===== config.mk =====
export PLATFORM = sky130hd
export DESIGN_NAME = piece_drop
export DESIGN_NICKNAME = d
export VERILOG_FILES = /design/src/rtl/piece_drop.sv
export SDC_FILE = /design/constraint.sdc
export NUM_CORES = 1
export LEC_CHECK = 0
export CORE_AREA = 2 2 126 128
export DETAILED_ROUTE_END_ITERATION = 7
export DIE_AREA = 0 0 128 130
export GPL_TIMING_DRIVEN = 0
export PLACE_DENSITY = 0.74
export SLEW_MARGIN = 20
export SYNTH_ARGS = -nofsm -noshare
export SYNTH_HDL_FRONTEND = slang
export SYNTH_SLANG_ARGS = --single-unit

===== constraint.sdc =====
create_clock -name clk -period 7.54 [get_ports clk]
set_clock_uncertainty 0.2 [all_clocks]
set_input_delay 2.262 -clock clk [delete_from_list [all_inputs] [get_ports clk]]
set_output_delay 2.262 -clock clk [all_outputs]
set_load 0.01 [all_outputs]

===== src/rtl/piece_drop.sv =====
`default_nettype none
// ============================================================================
// Module   : piece_drop
// Purpose  : Connect-four style drop engine. Accepts a column, checks that it
//            is legal, animates the piece falling row by row, commits it to
//            the board, then offers the result to a win checker and hands the
//            turn to the other player once the checker accepts it.
// Ports    : clk            - rising-edge clock
//            reset          - asynchronous active-low reset
//            coulumnSelect  - requested column
//            confirmMove    - one-cycle drop request (honoured only when idle)
//            newGame        - synchronous clear, highest priority
//            resultReady    - win checker ready for the move result
//            busy           - engine not idle
//            moveValid      - pulse: move committed
//            moveRejected   - pulse: illegal or full column
//            fallingActive  - animation in progress
//            fallingRow     - current animation row
//            dropCol/Row/Player - last committed piece
//            resultValid    - move result offered to the win checker
//            currentPlayer  - player to move
//            boardP0/boardP1 - per-player occupancy, bit row*NUM_COLS+col
//            boardFull      - every cell occupied
// Revision : 1.0 - initial release
// ============================================================================
module piece_drop #(
  parameter int NUM_COLS = 7,
  parameter int NUM_ROWS = 6
) (
  input  logic                     clk,
  input  logic                     reset,
  input  logic [2:0]               coulumnSelect,
  input  logic                     confirmMove,
  input  logic                     newGame,
  input  logic                     resultReady,
  output logic                     busy,
  output logic                     moveValid,
  output logic                     moveRejected,
  output logic                     fallingActive,
  output logic [2:0]               fallingRow,
  output logic [2:0]               dropCol,
  output logic [2:0]               dropRow,
  output logic                     dropPlayer,
  output logic                     resultValid,
  output logic                     currentPlayer,
  output logic [NUM_COLS*NUM_ROWS-1:0] boardP0,
  output logic [NUM_COLS*NUM_ROWS-1:0] boardP1,
  output logic                     boardFull
);

  localparam int c_CELLS = NUM_COLS * NUM_ROWS;
  localparam int c_IDX_W = $clog2(c_CELLS);

  typedef enum logic [2:0] {
    IDLE     = 3'd0,
    CHECK    = 3'd1,
    FALL     = 3'd2,
    COMMIT   = 3'd3,
    WAIT_ACK = 3'd4,
    FULL     = 3'd5
  } state_t;

  state_t r_state;
  state_t w_nextState;

  logic [2:0]         r_colReg;
  logic [2:0]         r_fallingRow;
  logic [2:0]         r_height [NUM_COLS];
  logic [5:0]         r_moveCount;
  logic [2:0]         r_dropCol;
  logic [2:0]         r_dropRow;
  logic               r_dropPlayer;
  logic               r_currentPlayer;
  logic [c_CELLS-1:0] r_boardP0;
  logic [c_CELLS-1:0] r_boardP1;

  logic               w_colInRange;
  logic [2:0]         w_colHeight;
  logic               w_legal;
  logic [c_IDX_W-1:0] w_cellIdx;

  // Out-of-range columns must never index the height array.
  assign w_colInRange = (r_colReg < 3'(NUM_COLS));
  assign w_colHeight  = w_colInRange ? r_height[r_colReg] : 3'd0;
  assign w_legal      = w_colInRange && (w_colHeight != 3'(NUM_ROWS));
  assign w_cellIdx    = c_IDX_W'(r_fallingRow) * c_IDX_W'(NUM_COLS) + c_IDX_W'(r_colReg);

  // State register
  always_ff @(posedge clk or negedge reset) begin
    if (!reset) r_state <= IDLE;
    else        r_state <= w_nextState;
  end

  // Next state and per-state strobes. Strobes are decoded from the state so
  // they fall to 0 the instant reset forces the state to IDLE.
  always_comb begin
    w_nextState   = r_state;
    moveValid     = 1'b0;
    moveRejected  = 1'b0;
    resultValid   = 1'b0;
    case (r_state)
      IDLE:     if (confirmMove) w_nextState = CHECK;
      CHECK: begin
        moveRejected = !w_legal;
        w_nextState  = w_legal ? FALL : IDLE;
      end
      FALL:     if (r_fallingRow == w_colHeight) w_nextState = COMMIT;
      COMMIT: begin
        moveValid   = 1'b1;
        w_nextState = WAIT_ACK;
      end
      WAIT_ACK: begin
        resultValid = 1'b1;
        if (resultReady)
          w_nextState = (r_moveCount == 6'(c_CELLS)) ? FULL : IDLE;
      end
      FULL:     w_nextState = FULL;
      default:  w_nextState = IDLE;
    endcase
    // A new game aborts whatever is in flight, including a COMMIT cycle.
    if (newGame) begin
      w_nextState  = IDLE;
      moveValid    = 1'b0;
      moveRejected = 1'b0;
    end
  end

  // Datapath
  always_ff @(posedge clk or negedge reset) begin
    if (!reset) begin
      r_colReg        <= 3'd0;
      r_fallingRow    <= 3'd0;
      r_moveCount     <= 6'd0;
      r_dropCol       <= 3'd0;
      r_dropRow       <= 3'd0;
      r_dropPlayer    <= 1'b0;
      r_currentPlayer <= 1'b0;
      r_boardP0       <= '0;
      r_boardP1       <= '0;
      for (int i = 0; i < NUM_COLS; i++) r_height[i] <= 3'd0;
    end else if (newGame) begin
      r_colReg        <= 3'd0;
      r_fallingRow    <= 3'd0;
      r_moveCount     <= 6'd0;
      r_dropCol       <= 3'd0;
      r_dropRow       <= 3'd0;
      r_dropPlayer    <= 1'b0;
      r_currentPlayer <= 1'b0;
      r_boardP0       <= '0;
      r_boardP1       <= '0;
      for (int i = 0; i < NUM_COLS; i++) r_height[i] <= 3'd0;
    end else begin
      case (r_state)
        IDLE:  if (confirmMove) r_colReg <= coulumnSelect;
        CHECK: if (w_legal) r_fallingRow <= 3'(NUM_ROWS - 1);
        FALL:  if (r_fallingRow != w_colHeight) r_fallingRow <= r_fallingRow - 3'd1;
        COMMIT: begin
          if (r_currentPlayer) r_boardP1[w_cellIdx] <= 1'b1;
          else                 r_boardP0[w_cellIdx] <= 1'b1;
          // COMMIT is only reachable for an in-range, non-full column; the
          // saturation guards keep the counters bounded regardless.
          if (w_colInRange && r_height[r_colReg] != 3'(NUM_ROWS))
            r_height[r_colReg] <= r_height[r_colReg] + 3'd1;
          if (r_moveCount != 6'(c_CELLS))
            r_moveCount <= r_moveCount + 6'd1;
          r_dropCol    <= r_colReg;
          r_dropRow    <= r_fallingRow;
          r_dropPlayer <= r_currentPlayer;
        end
        WAIT_ACK: if (resultReady) r_currentPlayer <= ~r_currentPlayer;
        default: ;
      endcase
    end
  end

  assign busy          = (r_state != IDLE);
  assign fallingActive = (r_state == FALL);
  assign boardFull     = (r_state == FULL);
  assign fallingRow    = r_fallingRow;
  assign dropCol       = r_dropCol;
  assign dropRow       = r_dropRow;
  assign dropPlayer    = r_dropPlayer;
  assign currentPlayer = r_currentPlayer;
  assign boardP0       = r_boardP0;
  assign boardP1       = r_boardP1;

endmodule
`default_nettype wire


# Yosys cells after proc, flatten, opt, wreduce, memory -nomap -nowiden
# Cells that the tools add are included.
# op_classes
n_mux,49
n_eq_ne,17
n_mul,1
bitwise,4
add_sub_neg,4
n_reduce_logical,24
magnitude_cmp,5
# ops
operator,n
$mux 42,6
$or 42x42->42,2
$mux 21,3
$mux 3,19
$bwmux 21,1
$mux 6,3
$pmux 3 s6,1
$reduce_bool 2->1,8
$ne 3x3->1 const B,5
$reduce_and 2->1,6
$mux 1,11
$bmux 3 s3,1
$demux 3 s3,1
$lt 6x7->1 const B,1
$add 6x1->6 const B,1
$add 6x3->6,1
$demux 1 s6,1
$eq 3x2->1 const B,2
$eq 3x3->1 const B,2
$eq 6x6->1 const B,1
$ge 6x1->1 const B,1
$mul 3x3->6 const B,1
$ne 3x2->1 const B,2
$ne 6x6->1 const B,1
other kinds (18),23
# word_totals
input_bits,8
out_inout_bits,101
wordCells,121
ff_bits,128

# Logic depth before layout (Yosys ltp)
# Gate-level depths: netlist of the first run.
# depth
ltp_word,10
mapped_depth,11
depth_no_buf,11

# Worst setup path before layout of the first run
# Ideal clock, no wire load.
# synth_path
kind,input port to output port
start,input port newGame
end,output port moveRejected
t_arrival_ps,3230
path_stages,4
path_slack_ps,1848
path_cell_list,clkbuf_1 clkbuf_1 clkbuf_1 nor4_1
# synth_between
elab_chain_len,1
# synth_lines
element,line,rtl
"start, declared",34,"input logic newGame,"
$mux 1,121,if (newGame) begin
"end, declared",38,"output logic moveRejected,"
# Every way passes these cells.

# Worst setup path after layout of the first run
# Same ends and word-level chain as after synthesis.

==> results.md, run 1 <==
- The leftover overflow at the end of global routing is 0.
- Cells with a size suffix above 1 make up under 10% of the layout.
- The clock-pin slew of the registers on the worst-case setup and hold paths is roughly 0.060 ns.
- Together, buffers and inverters on the worst path number 4.
- The final max-slew violation count is 0.
- The net count of the finished layout is 737.
- The total negative slack is 0 ns.
- The final critical path takes up between 80% and 90% of the cycle.
- The count of distinct cell types in the synthesized netlist is 63.
- In this design, the stage delay of the slowest critical-path cell is around 0.63 ns.
- Of the total power, registers draw approximately 36%.
- The number of enable flip-flop cells after synthesis is 0.
- The count of buffers added on input and output ports is 107.
- The cell count after placement is 883.
- The first global-routing pass estimated 25.0 mm of wire.
- The clock network is responsible for 39.8% of the overall power.
- Measured against its own limit, the worst slew margin works out to 40.4%.
- The cell at the slowest stage of the critical path is clkdlybuf4s50_1.
- The number of CTS-inserted buffers is 17.
- The required time at the endpoint of the critical path is roughly 5.1 ns.
- The worst flop-to-flop path startpoint is fallingRow[1].
- After the first detailed-routing iteration, the DRC count stood at about 330.
- The count of standard-cell rows is 46.
- Summing all multi-input logic gate instances after layout gives between 2000 and 2500 um^2.
- After synthesis the cells add up to between 5000 and 6000 um^2.
- The worst hold slack across all endpoints is 0.289 ns.
- The transition time at the pin with the least slew margin is 0.887 ns.
- The class of the tightest hold or removal check is reg -> reg.
- The final RePlAce weighted congestion is ~0.9.
- The core region is between 15,000 and 20,000 um^2.
- In the routed design, unresolved DRC markers number 0.
- The number of setup buffers added after CTS is 0.
- The internal power of the cells totals around 0.0014 W.
- Detailed placement ended at an HPWL of about 11 mm.
- The floorplan step defined a die boundary enclosing 16,600 um^2.
- The category of the critical setup timing path is in -> out.
- The ratio of total power to cell area is between 200 and 300 nW/um^2.
- The post-cts resize count is 0.
- The repair_antennas step left the layout with diodes totalling 0.
- The final layout contains routed wiring with a total length of between 15 and 20 mm.
- The max-cap check violation count is 0.
- The maximum fanout count along the critical path is 10.
- The total number of H-tree levels is 4.
- Derived from the worst setup path, the maximum achievable clock frequency is between 150 and 200 MHz.
- STA classifies the critical path endpoint as a primary output.
- The number of synthesis warnings is 0.
- The number of cells produced by synthesis is 583.
- The global router's overall resource usage is about a fifth.
- For this configuration, the core starts out at a cell density of around two fifths.
- Counting flops and latches in the post-synthesis netlist gives between 100 and 150.
- The startpoint of the tightest hold check path is boardP0[3].
- Setup violations remaining at the end of the flow were counted as 0.
- Clock latency on the worst-skew pair, taken at its later pin, is roughly 0.42 ns.
- The number of hold buffers added after CTS was 0.
- STA puts the critical path data arrival time at 4.14 ns.
- The remaining antenna violation count after routing is 0.
- The clock sink count is ~130.
- In this run switching power makes up between 30% and 40% of total power.
- Once routing completed, OpenROAD measured the worst setup slack at between 0.9 and 1 ns.
- The worst setup slack after placement is 0.946 ns.
- The die extent in x is between 100 and 150 um.
- The final-report hold violation count is 0.
- Among all flip-flop cells after synthesis, the most frequent one is dfrtp_1.
- The kind of cell adding the most delay to the critical path is buffers and inverters.
- Setup repair after global routing left no endpoint under its margin.
- After detailed routing, the average wire length per cell comes to between 15 and 20 um.
- In this design, the critical path's most frequently occurring cell is clkbuf_1.
- The first detailed-routing pass ran for 5 iterations.
- The clock passes through at most 2 buffers.
- The pin count of the biggest net entering global routing is around 90.
- The start point of the critical path is newGame.
- The critical path goes through clkbuf_1 > clkbuf_1 > clkbuf_1 > nor4_1 > clkdlybuf4s50_1.
- The post-synthesis to final-layout area growth is 32.5%.
- The post-layout total power is about 0.0021 W.
- The via count of the first global-routing pass is between 4,000 and 5,000.
- The share of flip-flops with an asynchronous set or reset after synthesis is 100%.
- Across the whole layout, storage elements account for 3200 um^2.
- The cell sitting at the root of the clock tree is a clkbuf_16.
- The number of nets handed over by synthesis was slightly above 600.
- Leaving out filler cells and counting taps, the final layout contains ~900.
- The die height is approximately 130 um.
- The number of top-level design ports is roughly 110.
- Leaving out fill and tap cells, the most frequent cell in the layout is dfrtp_1.
- The number of antenna violations at the first check in global routing is 0.
- TritonCTS built the clock tree.
- The mean cell area of the mapped netlist is just over 10 um^2.
- Subtracting the final worst setup slack from the clock period gives roughly 6.6 ns.
- Detailed routing inserted a total of just under 5,000 vias.
- In the layout the commonest cells are dfrtp_1 (128), clkdlybuf4s50_1 (106), nor2_1 (85).
- Summed over all nets, the switching power comes to approximately 0.0007 W.
- The element type at the critical path start is an input port.
- The relative contribution of combinational cells to total power is 24.6%.
- The total of fill cells in the finished design is around 1,300.
- The flow ran to the end, and the final reports show no timing, DRC or antenna violations.
- The post-detailed-route via-to-cell ratio is approximately 5.4.
- Of the synthesized area, sequential elements account for between 50% and 60%.
- The worst-case IR drop observed on VDD is about 0.18 mV.
- For this design the static power due to leakage is roughly 3.4 nW.
==> state kept, by name, indices dropped and copies added, names as in the netlist, 3 cells and up <==
| name | cells |
|---|---|
| fallingRow | 3 |
| dropRow | 3 |
| r_state | 3 |
| boardP1 | 42 |
| r_height | 21 |
| r_colReg | 3 |
| boardP0 | 42 |
| r_moveCount | 6 |
| dropCol | 3 |
==> metal layers <==
metal	global-route usage [%]	wire [um]	vias up
met5	0	0	-
met4	10.3	503	0
met3	4.18	1000	36
met2	31.0	7430	174
met1	25.8	6760	2428
li1	-	-	2290
==> path summary, 6_finish.rpt <==
path	to	slack, ns	depth (start not counted)
max reg2reg	boardP0[20]	3.41	9
min reg2reg	boardP0[3]	0.29	2
min in group asynchronous	r_colReg[1]	1.51	1
min	boardP0[3]	0.29	2
max in group asynchronous	boardP1[27]	4.90	2
max	moveRejected	0.94	5
==> cell families after synthesis <==
logic type                 synth area share, %
muxes                                     4.01
AOI/OAI and AO/OA                         14.4
xor gates and xnor gates                  1.86
buffers and inverters                     5.55
adders and majority gates                 4.47
and+or+nand+nor                           16.3
DFF                                       53.4
==> worst min-delay path, stage by stage (launching register included) <==
cell,delay (ns)
dfrtp_1,0.34
a21oi_1,0.04
nor2_1,0.07
==> power groups by stage <==
stage | Sequential, W | Combinational (W) | Clock [W]
CTS | 0.000745 | 0.000516 | 0.000847
global placement | 0.000756 | 0.000504 | 0
global route | 0.000749 | 0.000568 | 0.000878
finish | 0.000745 | 0.000515 | 0.000835
detailed placement | 0.000757 | 0.000511 | 0
floorplan | 0.000758 | 0.000324 | 0
==> stage by stage <==
step           instance area [um^2]  util [%]
2_1_floorplan                  5990         -
5_1_grt                        7940      51.5
3_3_place_gp                   7300      47.4
4_1_cts                        7940      51.5
6_report                       7940      51.5
3_5_place_dp                   7340      47.6
==> Yosys cell counts (2+ instances only) <==
library cell  instances  share of area, %
nand4b_1              2              0.29
nand3_1               8              0.67
nor3b_2               4              0.84
a211oi_1              8               1.0
nor3_1                3              0.25
nor2_1               85               5.3
a21oi_1              57               4.8
nor3b_1               2              0.25
fa_1                  4               1.3
o22ai_1              43               4.5
and3_1                4              0.42
and2_1                3              0.31
a31oi_1               5              0.52
clkbuf_1             20               1.3
and3b_1               2              0.29
nand2b_1              7              0.73
inv_1                55               3.4
nor4b_2               2              0.50
dfrtp_1             128                53
mux2i_1              21               3.5
buf_6                 3              0.56
o21ai_0               7              0.58
a311oi_1              2              0.29
or2_4                 2              0.29
buf_1                 2              0.13
mux2_4                2              0.50
nand3b_1              6              0.75
nor4_4                2              0.71
a21o_1                3              0.38
xnor2_1               3              0.44
or3_1                 2              0.21
nand2_1              28               1.8
nand4_1               6              0.63
xor2_1                6              0.88
o22a_1                2              0.29
ha_1                 15               3.1
xnor2_2               2              0.54
buf_2                 2              0.17
==> layout make-up <==
| type | instances | share of cell area [%] |
|---|---|---|
| sequential | 128 | 40.3 |
| multi-input combinational | 373 | 30.9 |
| timing repair buffer | 108 | 13.9 |
| clock buffer | 19 | 5.70 |
| tap | 192 | 3.03 |
| inverter | 55 | 2.60 |
| clock inverter | 13 | 1.91 |
| buffer | 27 | 1.59 |
(Power assumes the default switching activity.)
==> run 2: changes to the inputs <==
--- a/config.mk
+++ b/config.mk
@@ -6,9 +6,11 @@
 export NUM_CORES = 1
 export LEC_CHECK = 0
 export CORE_AREA = 2 2 126 128
+export CTS_BUF_LIST = sky130_fd_sc_hd__clkbuf_8
 export DETAILED_ROUTE_END_ITERATION = 7
 export DIE_AREA = 0 0 128 130
 export GPL_TIMING_DRIVEN = 0
+export MAX_ROUTING_LAYER = met4
 export PLACE_DENSITY = 0.74
 export SLEW_MARGIN = 20
 export SYNTH_ARGS = -nofsm -noshare
==> run 2 against run 1 <==
Via count fell by 3.0%; setup slack better by 0.014 ns; utilization shrank 1.7 points; die area stayed put; sequential share of layout area increased by 1.4 points; clock power shrank 37%; critical path type unchanged.
==> results.md, run 2 (synthesized netlist as in run 1, its figures left out) <==
- The flow ran to the end, and the final reports show no timing, DRC or antenna violations.
- The antenna diode instance count came to 0 (unchanged).
- STA classifies the critical path startpoint as an input port.
- The highest ir drop seen on vdd is 0.127 mV (-29%).
- The global router's overall resource usage is 20.0% (+0.30 points).
- The share of the clock period used by the worst path after layout was 87.3% (-0.19 points).
- The relative contribution of combinational cells to total power was 28.8% (+4.2 points).
- The violation count after the first detailed-routing iteration is 338 (+1.5%).
- The clock tree from TritonCTS is yes.
- The final-report hold violation count is 0 (unchanged).
- The count of standard-cell rows was 46 (unchanged).
- The detailed-route DRC error count is 0 (unchanged).
- The leakage power summed over all cells is 3.31 nW (-3.4%).
- The via count of the first global-routing pass is 4,793 (+1.5%).
- The fraction of power consumed by the clock network is 29.5% (-10 points).
- The number of CTS-inserted buffers is 17 (unchanged).
- The final RePlAce weighted congestion is 0.927 (+1.8%).
- The HPWL reported at the end of detailed placement is 11.2 mm (about the same).
- The required time at the endpoint of the critical path is 5.08 ns (about the same).
- The area of the die is 16,600 um^2 (unchanged).
- The setup-violating endpoint count in the final report came to 0 (unchanged).
- The maximum clock path buffer count is 2 (unchanged).
- The path class of the tightest hold or removal check is reg -> reg.
- The area growth from synthesis to layout is 28.1%.
- The initial core utilization came to 38.9% (unchanged).
- The minimum period implied by the final worst setup slack is 6.58 ns (-0.0141 ns).
- The number of nets in the layout is 737 (unchanged).
- In this run the clock root is driven by a clkbuf_8.
- The first-pass GRT wire length came to 25.0 mm (-0.11%).
- The number of buffers inserted for hold repair after clock tree synthesis is 0 (unchanged).
- The count of input and output buffers is 107 (unchanged).
- The tightest slew margin relative to the limit is 38.7% (-1.7 points).
- The internal power is 0.00116 W (-18%).
- The worst path arrival time is 4.12 ns (-0.02 ns).
- The area of all placed cells without fillers is 7680 um^2 (-3.3%).
- The remaining antenna violation count after routing came to 0 (unchanged).
- The sequential share of power was 41.7% (+6.1 points).
- The post-layout total power is 0.00178 W (-15%).
- The detailed-routing iteration count for the pre-antenna-repair pass is 4 (-1).
- The timing-limited maximum frequency is 152 MHz (+0.21%).
- The max-cap check violation count is 0 (unchanged).
- The area of placed instances is 7340 um^2 (unchanged).
- The number of antenna violations at the first check in global routing is 0 (unchanged).
- The ratio of total power to cell area was 232 nW/um^2 (-12%).
- Leaving out fill and tap cells, the most frequent cells in the layout are dfrtp_1 (128), clkdlybuf4s50_1 (106), nor2_1 (85).
- The pin count of the biggest net entering global routing is 85 (-6.6%).
- The leftover overflow at the end of global routing is 0 (unchanged).
- The post-CTS setup repair buffer count is 0 (unchanged).
- The proportion of total power due to net switching came to 35.2% (+2.4 points).
- The later-pin clock latency in the skew report is 0.45 ns (+0.03 ns).
- The post-detailed-route via-to-cell ratio is 5.25 (-2.6%).
- The core occupancy in the finished layout is 49.8% (-1.7 points).
- Setup repair after global routing left no endpoint under its margin.
- The via count of the routed design is 4,779 (-3.0%).
- The post-cts resize count came to 0 (unchanged).
- The number of top-level design ports is 109 (unchanged).
- The share of layout cells above drive strength 1 is 8.21% (-0.65 points).
- The leading cell type in the layout, fill and taps excluded is dfrtp_1.
- The power dissipated by switching net loads came to 0.000627 W (-8.7%).
- The transition time at the pin with the least slew margin is 0.912 ns (+0.0246 ns).
- The final max-slew violation count is 0 (unchanged).
- The die extent in x is 128 um (unchanged).
- The clock sink count is 128 (unchanged).
- The area of the core region is 15,400 um^2 (unchanged).
- The kind of end point of the critical path is a primary output.
- The die height came to 130 um (unchanged).
- The setup path with the least slack is of type in -> out.
- The wire length per cell is 16.9 um (-1.4%).
- The wire length reported by the detailed router is 15.4 mm (-1.8%).
- The total number of H-tree levels came to 4 (unchanged).
- The clock-pin slew of the registers on the worst-case setup and hold paths is 0.08 ns (+0.02 ns).
- The maximum fanout count along the critical path was 10 (unchanged).
==> run 2: cell count changes in the layout (fill, tap and decap cells not counted) <==
cell | before | now
bufinv_16 | 2 | 1
clkinv_4 | 1 | 3
inv_1 | 55 | 56
inv_8 | 1 | 0
clkbuf_16 | 17 | 0
clkinvlp_4 | 3 | 2
clkbuf_8 | 2 | 18
clkinv_2 | 1 | 2
inv_6 | 5 | 1
==> run 2: layout make-up <==
cell class                      count  area [um^2]
Fill cell                        1432         7750
Sequential cell                   128         3200
Multi-Input combinational cell    373         2460
Timing Repair Buffer              108         1100
Clock buffer                       18          248
Tap cell                          192          240
Inverter                           55          206
Buffer                             27          126
Clock inverter                     10         93.8
==> run 2: final timing paths <==
| check | startpoint | slack (ns) | endpoint | cells after the start |
|---|---|---|---|---|
| worst max-delay path | newGame | 0.96 | moveRejected | 5 |
| min in group asynchronous | reset | 1.50 | r_height[3] | 1 |
| max in group asynchronous | reset | 4.92 | boardP1[14] | 2 |
| worst min-delay path | boardP0[35] | 0.30 | boardP0[35] | 2 |
| worst max register to register | fallingRow[1] | 3.44 | boardP0[29] | 9 |
| worst min register to register | boardP0[35] | 0.30 | boardP0[35] | 2 |
==> run 2: metrics by stage <==
step           setup TNS [ns]  hold WS [ns]  instances  setup WS, ns
6_report                    0         0.299        911         0.955
5_1_grt                     0         0.321        911         0.901
4_1_cts                     0         0.305        911         0.947
3_5_place_dp                0         0.287        883         0.950
3_3_place_gp          -132.32         0.276        882         -1.04
2_1_floorplan               0         0.278        583          1.85
==> run 2: power groups by stage <==
| stage | Combinational (W) | Sequential, W | Clock (W) |
|---|---|---|---|
| after floorplan | 0.000324 | 0.000758 | 0 |
| after global placement | 0.000505 | 0.000756 | 0 |
| after detailed placement | 0.000512 | 0.000756 | 0 |
| after CTS | 0.000514 | 0.000743 | 0.000535 |
| after global routing | 0.000570 | 0.000747 | 0.000566 |
| final | 0.000515 | 0.000743 | 0.000526 |
==> run 2: per-layer routing <==
metal  part of all wire [%]  track usage [%]
met1                     45             25.9
met2                     49             31.3
met3                    3.7             3.61
met4                    2.1             8.14
met5                      0                -
==> run 2: worst max-delay path, stage by stage <==
cell             delay, ns
clkbuf_1              0.18
clkbuf_1              0.25
clkbuf_1              0.30
nor4_1                0.50
clkdlybuf4s50_1       0.62
==> run 3: changes to the inputs <==
--- a/config.mk
+++ b/config.mk
@@ -11,7 +11,8 @@
 export DIE_AREA = 0 0 128 130
 export GPL_TIMING_DRIVEN = 0
 export MAX_ROUTING_LAYER = met4
-export PLACE_DENSITY = 0.74
+export PLACE_DENSITY = 0.76
+export SETUP_SLACK_MARGIN = 0.4
 export SLEW_MARGIN = 20
 export SYNTH_ARGS = -nofsm -noshare
 export SYNTH_HDL_FRONTEND = slang
==> constraint.sdc (replaced) <==
create_clock -name clk -period 5.4 [get_ports clk]
set_clock_uncertainty 0.2 [all_clocks]
set_input_delay 1.62 -clock clk [delete_from_list [all_inputs] [get_ports clk]]
set_output_delay 1.62 -clock clk [all_outputs]
set_load 0.01 [all_outputs]
==> run 3 against run 2 <==
Die area stayed put; non-clock buffer count unchanged; first-iteration DRC count is 2.1% higher; combinational power grew 40%; power rose by 54%; critical endpoint unchanged; largest power group unchanged.
==> results.md, run 3 (synthesized netlist as in run 1, its figures left out) <==
- The share of layout cells above drive strength 1 came to 9.27% (+1.1 points).
- Static timing analysis puts the maximum clock frequency at about 210 MHz.
- The number of nets in the layout is 737 (unchanged).
- The HPWL reported at the end of detailed placement is 11.2 mm (about the same).
- The fraction of power consumed by the clock network is 36.0% (+6.5 points).
- The ratio of total power to cell area came to 351 nW/um^2 (+51%).
- The pin count of the biggest net entering global routing is 70 (-18%).
- The maximum fanout count along the critical path is 10 (unchanged).
- The initial core utilization is 38.9% (unchanged).
- The area of placed instances is 7340 um^2 (unchanged).
- The area of the core region came to 15,400 um^2 (unchanged).
- The via count of the first global-routing pass is 4,747 (-0.96%).
- The clock root buffer is clkbuf_8.
- The relative contribution of combinational cells to total power is 26.3% (-2.5 points).
- The slack of the worst reg-to-reg path is 1.18 ns (-2.26 ns).
- The post-detailed-route via-to-cell ratio is 5.31 (+1.3%).
- The first-pass GRT wire length is 24.7 mm (-1.1%).
- The leftover overflow at the end of global routing was 0 (unchanged).
- The element type at the critical path start is an input port.
- The total number of H-tree levels is 4 (unchanged).
- The sequential share of power is 37.8% (-3.9 points).
- Setup repair after global routing left no endpoint under its margin.
- The cell count after placement came to 883 (unchanged).
- The area of all placed cells without fillers is 7830 um^2 (+1.9%).
- The detailed-routing iteration count for the pre-antenna-repair pass is 5 (+1).
- The total negative slack was 0 ns (unchanged).
- The count of placed standard cells in the final layout, fillers left out came to 915 (+0.44%).
- After layout, the minimum clock period comes to around 4.7 ns.
- The clock-pin slew of the registers on the worst-case setup and hold paths is 0.07 ns (about the same).
- The count of input and output buffers is 107 (unchanged).
- The worst path arrival time came to 2.88 ns (-1.24 ns).
- The antenna diode instance count came to 0 (unchanged).
- The leakage power summed over all cells is 3.39 nW (+2.5%).
- The clock tree from TritonCTS is yes.
- The violation count after the first detailed-routing iteration is 345 (+2.1%).
- The critical path in this run is classified as in -> out.
- The kind of end point of the critical path is a primary output.
- The maximum clock path buffer count was 2 (unchanged).
- The share of the clock period used by the worst path after layout is between 80 and 90%.
- The endpoint of the most critical setup path is moveRejected.
- The via count of the routed design came to 4,862 (+1.7%).
- The remaining antenna violation count after routing is 0 (unchanged).
- The startpoint identified for the worst hold timing path is boardP0[12].
- The required time at the endpoint of the critical path is 3.58 ns (-1.50 ns).
- The max-cap check violation count came to 0 (unchanged).
- In the layout the commonest cells are dfrtp_1 (128), clkdlybuf4s50_1 (105), nor2_1 (85).
- The wire length reported by the detailed router is 15.8 mm (+2.4%).
- The area of the die is 16,600 um^2 (unchanged).
- The worst flop-to-flop path startpoint is fallingRow[1].
- The die extent in x was 128 um (unchanged).
- The path depth of the worst reg2reg path came to 9 (unchanged).
- The number of CTS-inserted buffers was 17 (unchanged).
- The library cell used most frequently in the layout, excluding fill and tap cells, is dfrtp_1.
- The worst hold slack across all endpoints is 0.299 ns (+0.000171 ns).
- The final RePlAce weighted congestion is 0.895 (-3.4%).
- The final max-slew violation count is 0 (unchanged).
- The die height came to 130 um (unchanged).
- The tightest slew margin relative to the limit is 38.8% (about the same).
- The internal power is 0.00184 W (+59%).
- The number of antenna violations at the first check in global routing is 0 (unchanged).
- The number of top-level design ports came to 109 (unchanged).
- The wire length per cell was 17.3 um (+2.0%).
- The later-pin clock latency in the skew report is 0.45 ns (about the same).
- The post-synthesis to final-layout area growth is 30.6%.
- The class of the tightest hold or removal check is reg -> reg.
- The start point of the critical path is newGame.
- The detailed-route DRC error count is 0 (unchanged).
- The power dissipated by switching net loads is 0.000907 W (+45%).
- The flow ran to the end, and the final reports show no timing, DRC or antenna violations.
- The transition time at the pin with the least slew margin came to 0.916 ns (+0.00415 ns).
- The count of standard-cell rows is 46 (unchanged).
- The reg-to-reg critical path endpoint is boardP0[18].
- The final-report hold violation count came to 0 (unchanged).
- The clock sink count came to 128 (unchanged).
- The proportion of total power due to net switching is 33.0% (-2.1 points).
- The highest ir drop seen on vdd is 0.200 mV (+57%).
- The setup-violating endpoint count in the final report is 0 (unchanged).
- The global router's overall resource usage is 19.9% (-0.11 points).
-- run 3: worst min-delay path by stage --
stage,end,slack (ns),cells after the start
floorplan,r_height[8],0.28,2
global placement,boardP0[35],0.28,2
detailed placement,boardP0[20],0.29,2
CTS,boardP0[5],0.31,2
global route,boardP0[20],0.32,2
finish,boardP0[12],0.30,2
-- run 3: cell type report --
cell class,count,area [um^2]
buffer,27,133
clock buffer,20,275
clock inverter,12,201
fill,1406,7600
inverter,55,206
multi-input combinational,373,2460
sequential,128,3200
tap,192,240
timing repair buffer,108,1100
-- run 3: timing repair --
item	in CTS	in global routing
hold buffers	0	0
hold endpoints to repair	0	0
endpoints found under the setup margin	1	0
buffers inserted	0	0
resized for setup	6	0
-- run 3: power groups by stage --
stage,Combinational (W),Sequential [W],Clock (W)
floorplan,0.000452,0.00106,0
global placement,0.000700,0.00106,0
detailed placement,0.000715,0.00106,0
CTS,0.000719,0.00104,0.000998
global route,0.000793,0.00104,0.00104
finish,0.000722,0.00104,0.000989
-- run 3: critical path: stages --
cell and delay [ns]:
clkbuf_1 0.17, clkbuf_2 0.22, clkbuf_4 0.23, nor4_2 0.32, dlygate4sd2_1 0.31
-- run 3: layer usage --
layer	track usage [%]	routed length, um
met3	4.02	647
met5	-	0
met4	6.72	306
met2	31.9	7640
met1	25.4	7210
-- run 3: metrics by stage --
step                      util [%]  total power, W  worst slack [ns]
after CTS                     50.7         0.00275             0.660
after global placement        47.4         0.00176             -2.46
after global routing          50.7         0.00288             0.621
after floorplan                  -         0.00151             0.992
after detailed placement      47.6         0.00177             0.101
final                         50.7         0.00275             0.698
